## src/rtl/buzz_note_pkg.sv

```systemverilog
// Shared note definitions for the piezo tone generator and detector.
// One-hot note codes, note indices and default half-periods.
package buzz_note_pkg;

  typedef logic [4:0] note_t;

  localparam int NOTE_DO  = 0;
  localparam int NOTE_RE  = 1;
  localparam int NOTE_MI  = 2;
  localparam int NOTE_SOL = 3;
  localparam int NOTE_LA  = 4;

  localparam int unsigned HP_DO_DEF  = 382234;
  localparam int unsigned HP_RE_DEF  = 340530;
  localparam int unsigned HP_MI_DEF  = 303380;
  localparam int unsigned HP_SOL_DEF = 255100;
  localparam int unsigned HP_LA_DEF  = 227270;

  localparam int unsigned TOL_DEF     = 4000;
  localparam int unsigned CONFIRM_DEF = 4;
  localparam int unsigned TIMEOUT_DEF = 400000;

  typedef enum logic [1:0] {
    ST_IDLE,
    ST_MEASURE,
    ST_LOCKED
  } det_state_e;

  // true when p lies in hp-tol .. hp+tol (no underflow)
  function automatic logic inWin(
    logic [31:0] p,
    logic [31:0] hp,
    logic [31:0] tol
  );
    return (p + tol >= hp) && (p <= hp + tol);
  endfunction

endpackage

```

## src/rtl/buzz_note_if.sv

```systemverilog
// Tone input and note report bundle.
// master = tone source / note consumer, slave = detector.
interface buzz_note_if;
  import buzz_note_pkg::*;

  logic  toneIn;
  note_t noteOut;
  logic  noteValid;
  logic  noteChange;

  modport master (
    output toneIn,
    input  noteOut,
    input  noteValid,
    input  noteChange
  );

  modport slave (
    input  toneIn,
    output noteOut,
    output noteValid,
    output noteChange
  );

endinterface

```

## src/rtl/tone_sync_edge.sv

```systemverilog
// Two-flop synchronizer plus registered any-edge detector.
// edgePulse is one cycle wide per synced transition.
module tone_sync_edge (
  input  logic clk,
  input  logic rst,
  input  logic in,
  output logic edgePulse
);

  logic s1;
  logic s2;
  logic s3;

  // sync chain, previous-value flop and edge register
  always_ff @(posedge clk) begin
    if (rst) begin
      s1        <= 1'b0;
      s2        <= 1'b0;
      s3        <= 1'b0;
      edgePulse <= 1'b0;
    end else begin
      s1        <= in;
      s2        <= s1;
      s3        <= s2;
      edgePulse <= s2 ^ s3;
    end
  end

endmodule

```

## src/rtl/buzz_note_detect.sv

```systemverilog
// Tone half-period meter and note classifier.
// Locks after CONFIRM matching half-periods, drops on mismatch/timeout.
module buzz_note_detect
  import buzz_note_pkg::*;
#(
  parameter int unsigned HP_DO   = HP_DO_DEF,
  parameter int unsigned HP_RE   = HP_RE_DEF,
  parameter int unsigned HP_MI   = HP_MI_DEF,
  parameter int unsigned HP_SOL  = HP_SOL_DEF,
  parameter int unsigned HP_LA   = HP_LA_DEF,
  parameter int unsigned TOL     = TOL_DEF,
  parameter int unsigned CONFIRM = CONFIRM_DEF,
  parameter int unsigned TIMEOUT = TIMEOUT_DEF
) (
  input logic        clk,
  input logic        rst,
  buzz_note_if.slave bus
);

  localparam logic [31:0] TMO  = 32'(TIMEOUT);
  localparam logic [31:0] TW   = 32'(TOL);
  localparam logic [7:0]  CONF = 8'(CONFIRM);

  logic        edgeDet;
  det_state_e  st;
  det_state_e  stNext;
  logic [31:0] cnt;
  logic [31:0] cntNext;
  logic [31:0] cntInc;
  note_t       cand;
  note_t       candNext;
  logic [7:0]  mc;
  logic [7:0]  mcNext;
  note_t       cls;
  logic        hit;
  note_t       noteReg;
  note_t       noteNext;
  logic        chgReg;

  tone_sync_edge uSync (
    .clk       (clk),
    .rst       (rst),
    .in        (bus.toneIn),
    .edgePulse (edgeDet)
  );

  // compare bank: one-hot class of the current count
  always_comb begin
    cls           = '0;
    cls[NOTE_DO]  = inWin(cnt, 32'(HP_DO), TW);
    cls[NOTE_RE]  = inWin(cnt, 32'(HP_RE), TW);
    cls[NOTE_MI]  = inWin(cnt, 32'(HP_MI), TW);
    cls[NOTE_SOL] = inWin(cnt, 32'(HP_SOL), TW);
    cls[NOTE_LA]  = inWin(cnt, 32'(HP_LA), TW);
    hit           = |cls;
  end

  // next state, counter, candidate and note
  always_comb begin
    stNext   = st;
    cntNext  = cnt;
    candNext = cand;
    mcNext   = mc;
    cntInc   = (cnt >= TMO) ? cnt : cnt + 32'd1;
    unique case (st)
      ST_IDLE: begin
        cntNext = '0;
        if (edgeDet) begin
          stNext  = ST_MEASURE;
          cntNext = 32'd1;
        end
      end
      ST_MEASURE: begin
        if (edgeDet) begin
          cntNext = 32'd1;
          if (hit && cls == cand) begin
            mcNext = (mc >= CONF) ? mc : mc + 8'd1;
          end else begin
            candNext = cls;
            mcNext   = hit ? 8'd1 : 8'd0;
          end
          if (mcNext == CONF) stNext = ST_LOCKED;
        end else if (cnt == TMO) begin
          stNext   = ST_IDLE;
          cntNext  = '0;
          candNext = '0;
          mcNext   = '0;
        end else begin
          cntNext = cntInc;
        end
      end
      ST_LOCKED: begin
        if (edgeDet) begin
          cntNext = 32'd1;
          if (cls != cand) begin
            stNext   = ST_MEASURE;
            candNext = cls;
            mcNext   = hit ? 8'd1 : 8'd0;
          end
        end else if (cnt == TMO) begin
          stNext   = ST_IDLE;
          cntNext  = '0;
          candNext = '0;
          mcNext   = '0;
        end else begin
          cntNext = cntInc;
        end
      end
      default: begin
        stNext   = ST_IDLE;
        cntNext  = '0;
        candNext = '0;
        mcNext   = '0;
      end
    endcase
    noteNext = (stNext == ST_LOCKED) ? candNext : '0;
  end

  // state and output registers
  always_ff @(posedge clk) begin
    if (rst) begin
      st      <= ST_IDLE;
      cnt     <= '0;
      cand    <= '0;
      mc      <= '0;
      noteReg <= '0;
      chgReg  <= 1'b0;
    end else begin
      st      <= stNext;
      cnt     <= cntNext;
      cand    <= candNext;
      mc      <= mcNext;
      noteReg <= noteNext;
      chgReg  <= (noteNext != noteReg);
    end
  end

  assign bus.noteOut    = noteReg;
  assign bus.noteValid  = |noteReg;
  assign bus.noteChange = chgReg;

endmodule

```

## src/flat_wrapper.sv

```systemverilog
// flat-port wrapper written by rule: the top's interface ports become plain ports
module buzz_note_detect_flat import buzz_note_pkg::*;
#(
  parameter int unsigned HP_DO   = HP_DO_DEF,
  parameter int unsigned HP_RE   = HP_RE_DEF,
  parameter int unsigned HP_MI   = HP_MI_DEF,
  parameter int unsigned HP_SOL  = HP_SOL_DEF,
  parameter int unsigned HP_LA   = HP_LA_DEF,
  parameter int unsigned TOL     = TOL_DEF,
  parameter int unsigned CONFIRM = CONFIRM_DEF,
  parameter int unsigned TIMEOUT = TIMEOUT_DEF
)
  (clk, rst, bus_toneIn, bus_noteOut, bus_noteValid, bus_noteChange);
  buzz_note_if bus_i ();
  input logic clk;
  input logic rst;
  input wire logic [$bits(bus_i.toneIn)-1:0] bus_toneIn;
  output wire logic [$bits(bus_i.noteOut)-1:0] bus_noteOut;
  output wire logic [$bits(bus_i.noteValid)-1:0] bus_noteValid;
  output wire logic [$bits(bus_i.noteChange)-1:0] bus_noteChange;
  assign bus_i.toneIn = bus_toneIn;
  assign bus_noteOut = bus_i.noteOut;
  assign bus_noteValid = bus_i.noteValid;
  assign bus_noteChange = bus_i.noteChange;
  buzz_note_detect #(.HP_DO(HP_DO), .HP_RE(HP_RE), .HP_MI(HP_MI), .HP_SOL(HP_SOL), .HP_LA(HP_LA), .TOL(TOL), .CONFIRM(CONFIRM), .TIMEOUT(TIMEOUT)) u_core (.clk(clk), .rst(rst), .bus(bus_i));
endmodule
```

## config.mk

```make
export PLATFORM = sky130hd
export DESIGN_NAME = buzz_note_detect_flat
export DESIGN_NICKNAME = d
export VERILOG_FILES = /design/src/rtl/buzz_note_pkg.sv /design/src/rtl/buzz_note_if.sv /design/src/rtl/tone_sync_edge.sv /design/src/rtl/buzz_note_detect.sv /design/src/flat_wrapper.sv
export SDC_FILE = /design/constraint.sdc
export NUM_CORES = 1
export LEC_CHECK = 0
export CAP_MARGIN = 20
export CORE_MARGIN = 5
export CORE_UTILIZATION = 50
export DETAILED_ROUTE_END_ITERATION = 8
export GPL_TIMING_DRIVEN = 0
export PLACE_DENSITY = 0.7
export SLEW_MARGIN = 20
export SYNTH_ARGS = -nofsm -noshare
export SYNTH_HDL_FRONTEND = slang
export SYNTH_HIERARCHICAL = 1
export SYNTH_SLANG_ARGS = --single-unit
```

## constraint.sdc

```tcl
create_clock -name clk -period 4.1 [get_ports clk]
set_input_delay 0.615 -clock clk [delete_from_list [all_inputs] [get_ports clk]]
set_output_delay 0.615 -clock clk [all_outputs]
set_load 0.1 [all_outputs]
```

==> impl_results.md, run 1 <==
- Status: complete, but fails checks
- Failing checks: negative setup slack
- Gr usage total: 29.4%
- # setup viols final: 1
- H-tree depth: 3
- RSZ-0062 raised after global routing: true
- Top Ports: 10
- Sink Count: 57
- Post-DP HPWL: 12.2 mm
- Post-synthesis simple-gate area fraction: 36.8%
- Top_reg_cell synth: dfxtp_1
- Least-Margin Pin Slew: 1050 ps
- Cts bufs inserted: 9
- Kind of critical path: reg2reg
- Port Buffer Count: 9
- Die H: 110 um
- Fin. max-slew vios: 0
- Area contributors post-synth: dfxtp_1 (23%), nor2_1 (5.7%), xnor2_1 (3.9%), a21oi_1 (3.7%), nor3_1 (3.3%)
- Worst-path fanout max: 9
- Post-CTS Hold Fix Bufs: 0
- Synth async-reset ratio: 0%
- FF+latch count, synth: 57
- Routability congestion estimate: 0.986
- Nets@finish: 750
- Largest family of logic cells by synthesized area: simple AND/OR/NAND/NOR gates
- Synth warnings: 6
- Leak: 2.21 nW
- Max-cap violations: 0
- Mean Syn Cell Area: 7.43 um^2
- FF-to-FF setup slack: -60 ps
- Area Overhead vs Synth: 29.7%
- Tcrit/Tclk final: 101%
- Top cell type's share of synthesized area: 23.0%
- Hold Crit Class: reg2reg
- Post-Syn Instances: 669
- Worst setup margin: -60.9 ps
- Multi-input gate area: 0.00403 mm^2
- Hold Path Origin: u_core/uSync/s1
- Crit end category: flip-flop
- Power, Total: 0.00123 W
- First-pass DRT Iterations: 6
- Period minus WS final: 4160 ps
- Layout cells sized above 1: 27.1%
- Share of synthesized area spent on multiplexers: 0.831%
- Compound-Gate Fraction of Synth Area: 24.3%
- Mapped Area: 0.00497 mm^2
- Detailed Route WL: 17.9 mm
- Vias in the first global route: 5274
- Post-route ant nets: 0
- # DRC: 0
- FMAX: 0.240 GHz
- Critical Path Source Type: flip-flop
- Routed vias: 5726
- CTS tree: done
- Global-route wire length before repair: 27.6 mm
- Commonest cells post-synth: nor2_1 (76), dfxtp_1 (57), nand2_1 (41)
- Root Driver: clkbuf_8
- Seq/Total Area, Yosys: 23.0%
- Setup crit start: u_core/cnt[7]
- Core footprint: 0.00973 mm^2
- Pwr Density: 191 mW/mm^2
- Diode count: 0
- Cell with the most instances after synthesis: nor2_1
- Wire per inst: 20.5 um
- Layout Cells excl Fill: 872
- Vias/cell: 6.57
- Data arrival, critical path: 4460 ps
- Initial core utilization: 51.1%
- Register Area: 0.00116 mm^2
- Largest net degree at the start of global routing: 13
- Yosys top cell by area: dfxtp_1
- Adder-Cell Fraction of Synth Area: 3.27%
- Layout Skew: 22.9 ps
- Reg-to-reg critical path startpoint: u_core/cnt[7]
- Xor and xnor area share after synthesis: 5.46%
- Starting DRT DRC Count: 577
- Peak supply drop: 0.162 mV
- Reg clk slew, reported paths: 90 ps
- Remaining global-route overflow: 0
- Netlist cell types: 92
- Final Hold Violating Endpoints: 0
- Die width: 110 um
- Placed Cells: 811
- Worst-Skew Late Latency: 360 ps
- Die area: 0.0120 mm^2
- Cell row count: 36
- Fill cell count: 865
- Net Count, Synth: 685
- Antenna violations before repair: 0
- WP data required: 4400 ps
- Clock buffer depth: 2
- Number of synthesized flops with an enable pin: 0
- Rel. slew slack: 29.4%
==> path summary, 6_finish.rpt <==
check / depth (start not counted) / to
setup / recovery: 16 / u_core/bus.noteChange
hold reg to reg: 1 / u_core/uSync/s2
hold / removal: 1 / u_core/uSync/s2
setup reg to reg: 16 / u_core/bus.noteChange
==> state kept, by name (all words and copies together), names as in the netlist <==
register / cells
u_core/cnt: 32
u_core/uSync/s3: 1
u_core/bus.noteOut: 5
u_core/mc: 8
u_core/cand: 5
u_core/st: 2
u_core/bus.noteChange: 1
u_core/uSync/edgePulse: 1
u_core/uSync/s1: 1
u_core/uSync/s2: 1
==> per-layer routing <==
layer / global-route usage (%) / share of wire, % / vias to the layer above
met5: 0 / 0 / -
met2: 47.3 / 46 / 308
met3: 5.70 / 7.2 / 50
li1: - / - / 2641
met4: 11.3 / 3.6 / 0
met1: 38.9 / 43 / 2727
==> area by class of cell <==
type / count / area share [%]
multi-input cells: 536 / 62.5
repair buffers: 60 / 7.42
clock buffers: 9 / 1.92
plain buffers: 44 / 4.47
well taps: 133 / 2.58
flip-flops and latches: 57 / 18.0
inverters: 26 / 1.57
clock inverters: 7 / 1.59
==> critical path: stages (launching register included) <==
cell,delay (ps)
dfxtp_1,300
buf_4,180
or3_4,420
o41a_1,350
o221ai_1,260
nand3_1,260
or2_2,380
o311ai_2,270
a211oi_2,70
buf_4,170
buf_4,140
and3_4,220
and4_1,200
a2111o_1,390
a221oi_2,270
a2111oi_2,80
o21ai_1,130
==> per-stage QoR <==
| stage | hold slack (ps) | TNS, ps | setup WS (ps) | area [um^2] | utilization (%) |
|---|---|---|---|---|---|
| 6_report | 457 | -60.9 | -60.9 | 6440 | 66.2 |
| 5_1_grt | 463 | -252 | -203 | 6440 | 66.2 |
| 4_1_cts | 459 | 0 | 1.15 | 6070 | 62.4 |
| 3_5_place_dp | 431 | -8370 | -955 | 5230 | 53.7 |
| 3_3_place_gp | 427 | -5240 | -828 | 5230 | 53.7 |
| 2_1_floorplan | 414 | 0 | 9.10 | 4970 | - |
==> kinds of logic (layout without fill, tap and decap cells) <==
group	count (synthesis)	count (layout)
flip-flops	57	57
AND/OR/NAND/NOR	325	325
AO/OA/AOI/OAI	163	163
XOR/XNOR	31	31
adder cells (fa/ha/maj)	13	13
multiplexers	4	4
buffers and inverters	76	146
==> cells in the final DEF, fill, tap and decap left out, types with 19 or more instances in the layout <==
cell type,Yosys,routed
a21oi_1,37,34
buf_4,2,49
clkbuf_1,38,19
dfxtp_1,57,49
inv_1,24,23
nand2_1,41,40
nand3_1,30,28
nand4_1,22,22
nor2_1,76,72
nor3_1,33,26
==> where the power goes <==
| part | leakage (nW) | total (W) | switching, W | internal, W |
|---|---|---|---|---|
| clock | 0.110 | 0.000623 | 0.000276 | 0.000347 |
| sequential | 0.465 | 0.000557 | 0.00000331 | 0.000554 |
| combinational | 1.64 | 0.0000532 | 0.0000351 | 0.0000181 |
==> timing repair <==
action,4_1_cts,5_1_grt
gates cloned,0,1
buffers inserted,35,15
resized for setup,88,68
setup endpoints to repair,44,41
pin swaps,27,19
(Power assumes the default switching activity.)
==> inputs of run 2 (changes only) <==
--- a/config.mk
+++ b/config.mk
@@ -8,6 +8,7 @@
 export CAP_MARGIN = 20
 export CORE_MARGIN = 5
 export CORE_UTILIZATION = 50
+export CTS_BUF_LIST = sky130_fd_sc_hd__clkbuf_8
 export DETAILED_ROUTE_END_ITERATION = 8
 export GPL_TIMING_DRIVEN = 0
 export PLACE_DENSITY = 0.7
==> results of run 2 <==
The final DEF is identical to that of run 1; final timing and power are the same.
==> inputs of run 3 (changes only) <==
--- a/config.mk
+++ b/config.mk
@@ -6,7 +6,7 @@
 export NUM_CORES = 1
 export LEC_CHECK = 0
 export CAP_MARGIN = 20
-export CORE_MARGIN = 5
+export CORE_MARGIN = 2
 export CORE_UTILIZATION = 50
 export CTS_BUF_LIST = sky130_fd_sc_hd__clkbuf_8
 export DETAILED_ROUTE_END_ITERATION = 8
==> run 3 against run 2 <==
- largest cell class unchanged
- critical endpoint unchanged
- register-to-register slack better by 40 ps
- design area increased by 1.1%
- worst hold slack lost 9.4 ps
- the flow still finishes with violations (negative setup slack)
- fmax increased by 1.0%
- global-route usage up 2.1 points
- critical path depth did not move
- die area down 11%
- clock power fell by 18%
- non-clock buffer count down 3
- setup slack gained 41 ps
==> impl_results.md, run 3 (synthesis results as in run 1) <==
- Status: complete, but fails checks
- Failing checks: negative setup slack
- Met1 Use GR: 43.8% (+4.9 points)
- Cts bufs inserted: 9 (unchanged)
- Peak supply drop: 0.203 mV (+25%)
- Dpl ws: -922 ps (+32.8 ps)
- First-pass DRT Iterations: 6 (unchanged)
- Nets@finish: 747 (-0.40%)
- CP Cell Sequence: ha_4 > nor3_4 > a211o_1 > buf_6 > o41a_1 > a311o_1 > and4b_1 > o32a_1 > mux2i_2 > nor3_4 > and3_4 > nor4_1 > and3b_2 > and2_1 > a2111oi_2 > o21ai_1
- Max FFs per register: 32 (unchanged)
- Initial core utilization: 51.1% (unchanged)
- Wire per inst: 20.4 um (-0.66%)
- Layout cells sized above 1: 28.9% (+1.9 points)
- Port Buffer Count: 9 (unchanged)
- Remaining global-route overflow: 0 (unchanged)
- Top register by number of flip-flops: u_core/cnt
- Most frequent cells in the layout: nor2_1 (74), buf_4 (46), dfxtp_1 (45)
- H-tree depth: 3 (unchanged)
- Critical Path Source Type: flip-flop
- Most common cell after layout, fill and taps aside: nor2_1
- Largest net degree at the start of global routing: 12 (-1)
- Post-DP HPWL: 11.8 mm (-3.0%)
- Least-Margin Pin Slew: 1140 ps (+85.1 ps)
- Period minus WS final: 4120 ps (-41.2 ps)
- Gr usage total: 31.5% (+2.1 points)
- Die width: 104 um (-5.5%)
- Vias/cell: 6.71 (+2.3%)
- Max incr delay on CP: 400 ps (-20 ps)
- Cell row count: 36 (unchanged)
- GR peak layer: met2
- Pwr Density: 172 mW/mm^2 (-10%)
- Die H: 104 um (-5.5%)
- Sink Count: 57 (unchanged)
- Multi-input gate area: 0.00412 mm^2 (+2.4%)
- CP most frequent cell: nor3_4
- FMAX: 0.243 GHz (+1.0%)
- Vias in the first global route: 5194 (-1.5%)
- Root Driver: clkbuf_8
- Critical path's top delay family: compound AO/OA/AOI/OAI gates
- Tcrit/Tclk final: 100% (-1.0 points)
- Routability congestion estimate: 1.01 (+2.3%)
- Fin. max-slew vios: 0 (unchanged)
- WP data required: 4350 ps (-50 ps)
- Register Area: 0.00116 mm^2 (+0.43%)
- RSZ-0062 raised after global routing: true
- Crit end category: flip-flop
- GRT met2 Usage: 49.1% (+1.8 points)
- # DRC: 0 (unchanged)
- Die area: 0.0108 mm^2 (-11%)
- Fin Hold WS: 448 ps (-9.43 ps)
- Core footprint: 0.00973 mm^2 (unchanged)
- Top Ports: 10 (unchanged)
- # setup viols final: 1 (unchanged)
- Met3 Usage GRT: 6.42% (+0.72 points)
- Fill cell count: 860 (-0.58%)
- Kind of critical path: reg2reg
- Detailed Route WL: 17.7 mm (-1.0%)
- Post-route ant nets: 0 (unchanged)
- Global-route wire length before repair: 27.3 mm (-1.1%)
- Antenna violations before repair: 0 (unchanged)
- CTS tree: done
- Layout Skew: 8.31 ps (-14.5 ps)
- Starting DRT DRC Count: 681 (+18%)
- Diode count: 0 (unchanged)
- Clock buffer depth: 2 (unchanged)
- Worst-Skew Late Latency: 370 ps (about the same)
- Hold Crit Class: reg2reg
- Routed vias: 5835 (+1.9%)
- Final Hold Violating Endpoints: 0 (unchanged)
- Area Overhead vs Synth: 31.2%
- Worst-path fanout max: 9 (unchanged)
- Critical path buffer and inverter count: 1 (-2)
- Largest regs: u_core/cnt (32), u_core/mc (8)
- CP max-delay cell: dfxtp_4
- Total Neg Setup Slack: -19.7 ps (+41.2 ps)
- Leak: 2.18 nW (-1.5%)
- Data arrival, critical path: 4370 ps (-90 ps)
- Rel. slew slack: 23.6% (-5.7 points)
- Worst setup margin: -19.7 ps (+41.2 ps)
- Power, Total: 0.00112 W (-9.1%)
- Placed Cells: 811 (unchanged)
- Layout Cells excl Fill: 869 (-0.34%)
- Reg clk slew, reported paths: 80 ps (about the same)
- Max-cap violations: 0 (unchanged)
run 3: cell types whose count changed in the layout (fill, tap and decap cells not counted), moves of 3 or more:
cell,before,now
buf_4,49,46
nor4_1,9,5
dfxtp_1,49,45
dfxtp_2,5,9
nor4_2,4,7
clkbuf_2,8,4
buf_2,2,5
clkbuf_1,19,16
run 3: repair_timing:
action,4_1_cts,5_1_grt
setup endpoints to repair,36,40
pin swaps,19,42
buffers inserted,30,19
hold buffers,0,0
resized for setup,83,103
gates cloned,1,2
run 3: cell type report:
cell class                 instances  area share, %
sequential                        57           17.9
clock buffer                      10           2.11
multi-input combinational        536           63.2
buffer                            41           4.38
tap                              133           2.55
inverter                          26           1.55
timing repair buffer              60           7.66
clock inverter                     6          0.653
run 3: final timing paths:
| kind | start | endpoint | slack (ps) | depth (start not counted) |
|---|---|---|---|---|
| worst max register to register | u_core/cnt[5] | u_core/bus.noteChange | -20 | 16 |
| worst min register to register | u_core/uSync/s1 | u_core/uSync/s2 | 450 | 1 |
| worst min-delay path | u_core/uSync/s1 | u_core/uSync/s2 | 450 | 1 |
| worst max-delay path | u_core/cnt[5] | u_core/bus.noteChange | -20 | 16 |
run 3: through the flow:
step           utilization [%]  instance area [um^2]
4_1_cts                   61.8                  6010
6_report                  67.0                  6520
3_5_place_dp              53.7                  5230
5_1_grt                   67.0                  6520
3_3_place_gp              53.7                  5230
2_1_floorplan                -                  4970
run 3: report_power, final:
part | internal, W | switching, W
Clock | 0.000236 | 0.000274
Combinational | 0.0000178 | 0.0000356
Sequential | 0.000554 | 0.00000369
Total | 0.000808 | 0.000313
run 3: layer usage:
metal / part of all wire [%] / up-vias
met1: 43 / 2765
met2: 45 / 366
met3: 8.7 / 75
met4: 3.7 / 0
met5: 0 / -
li1: - / 2629
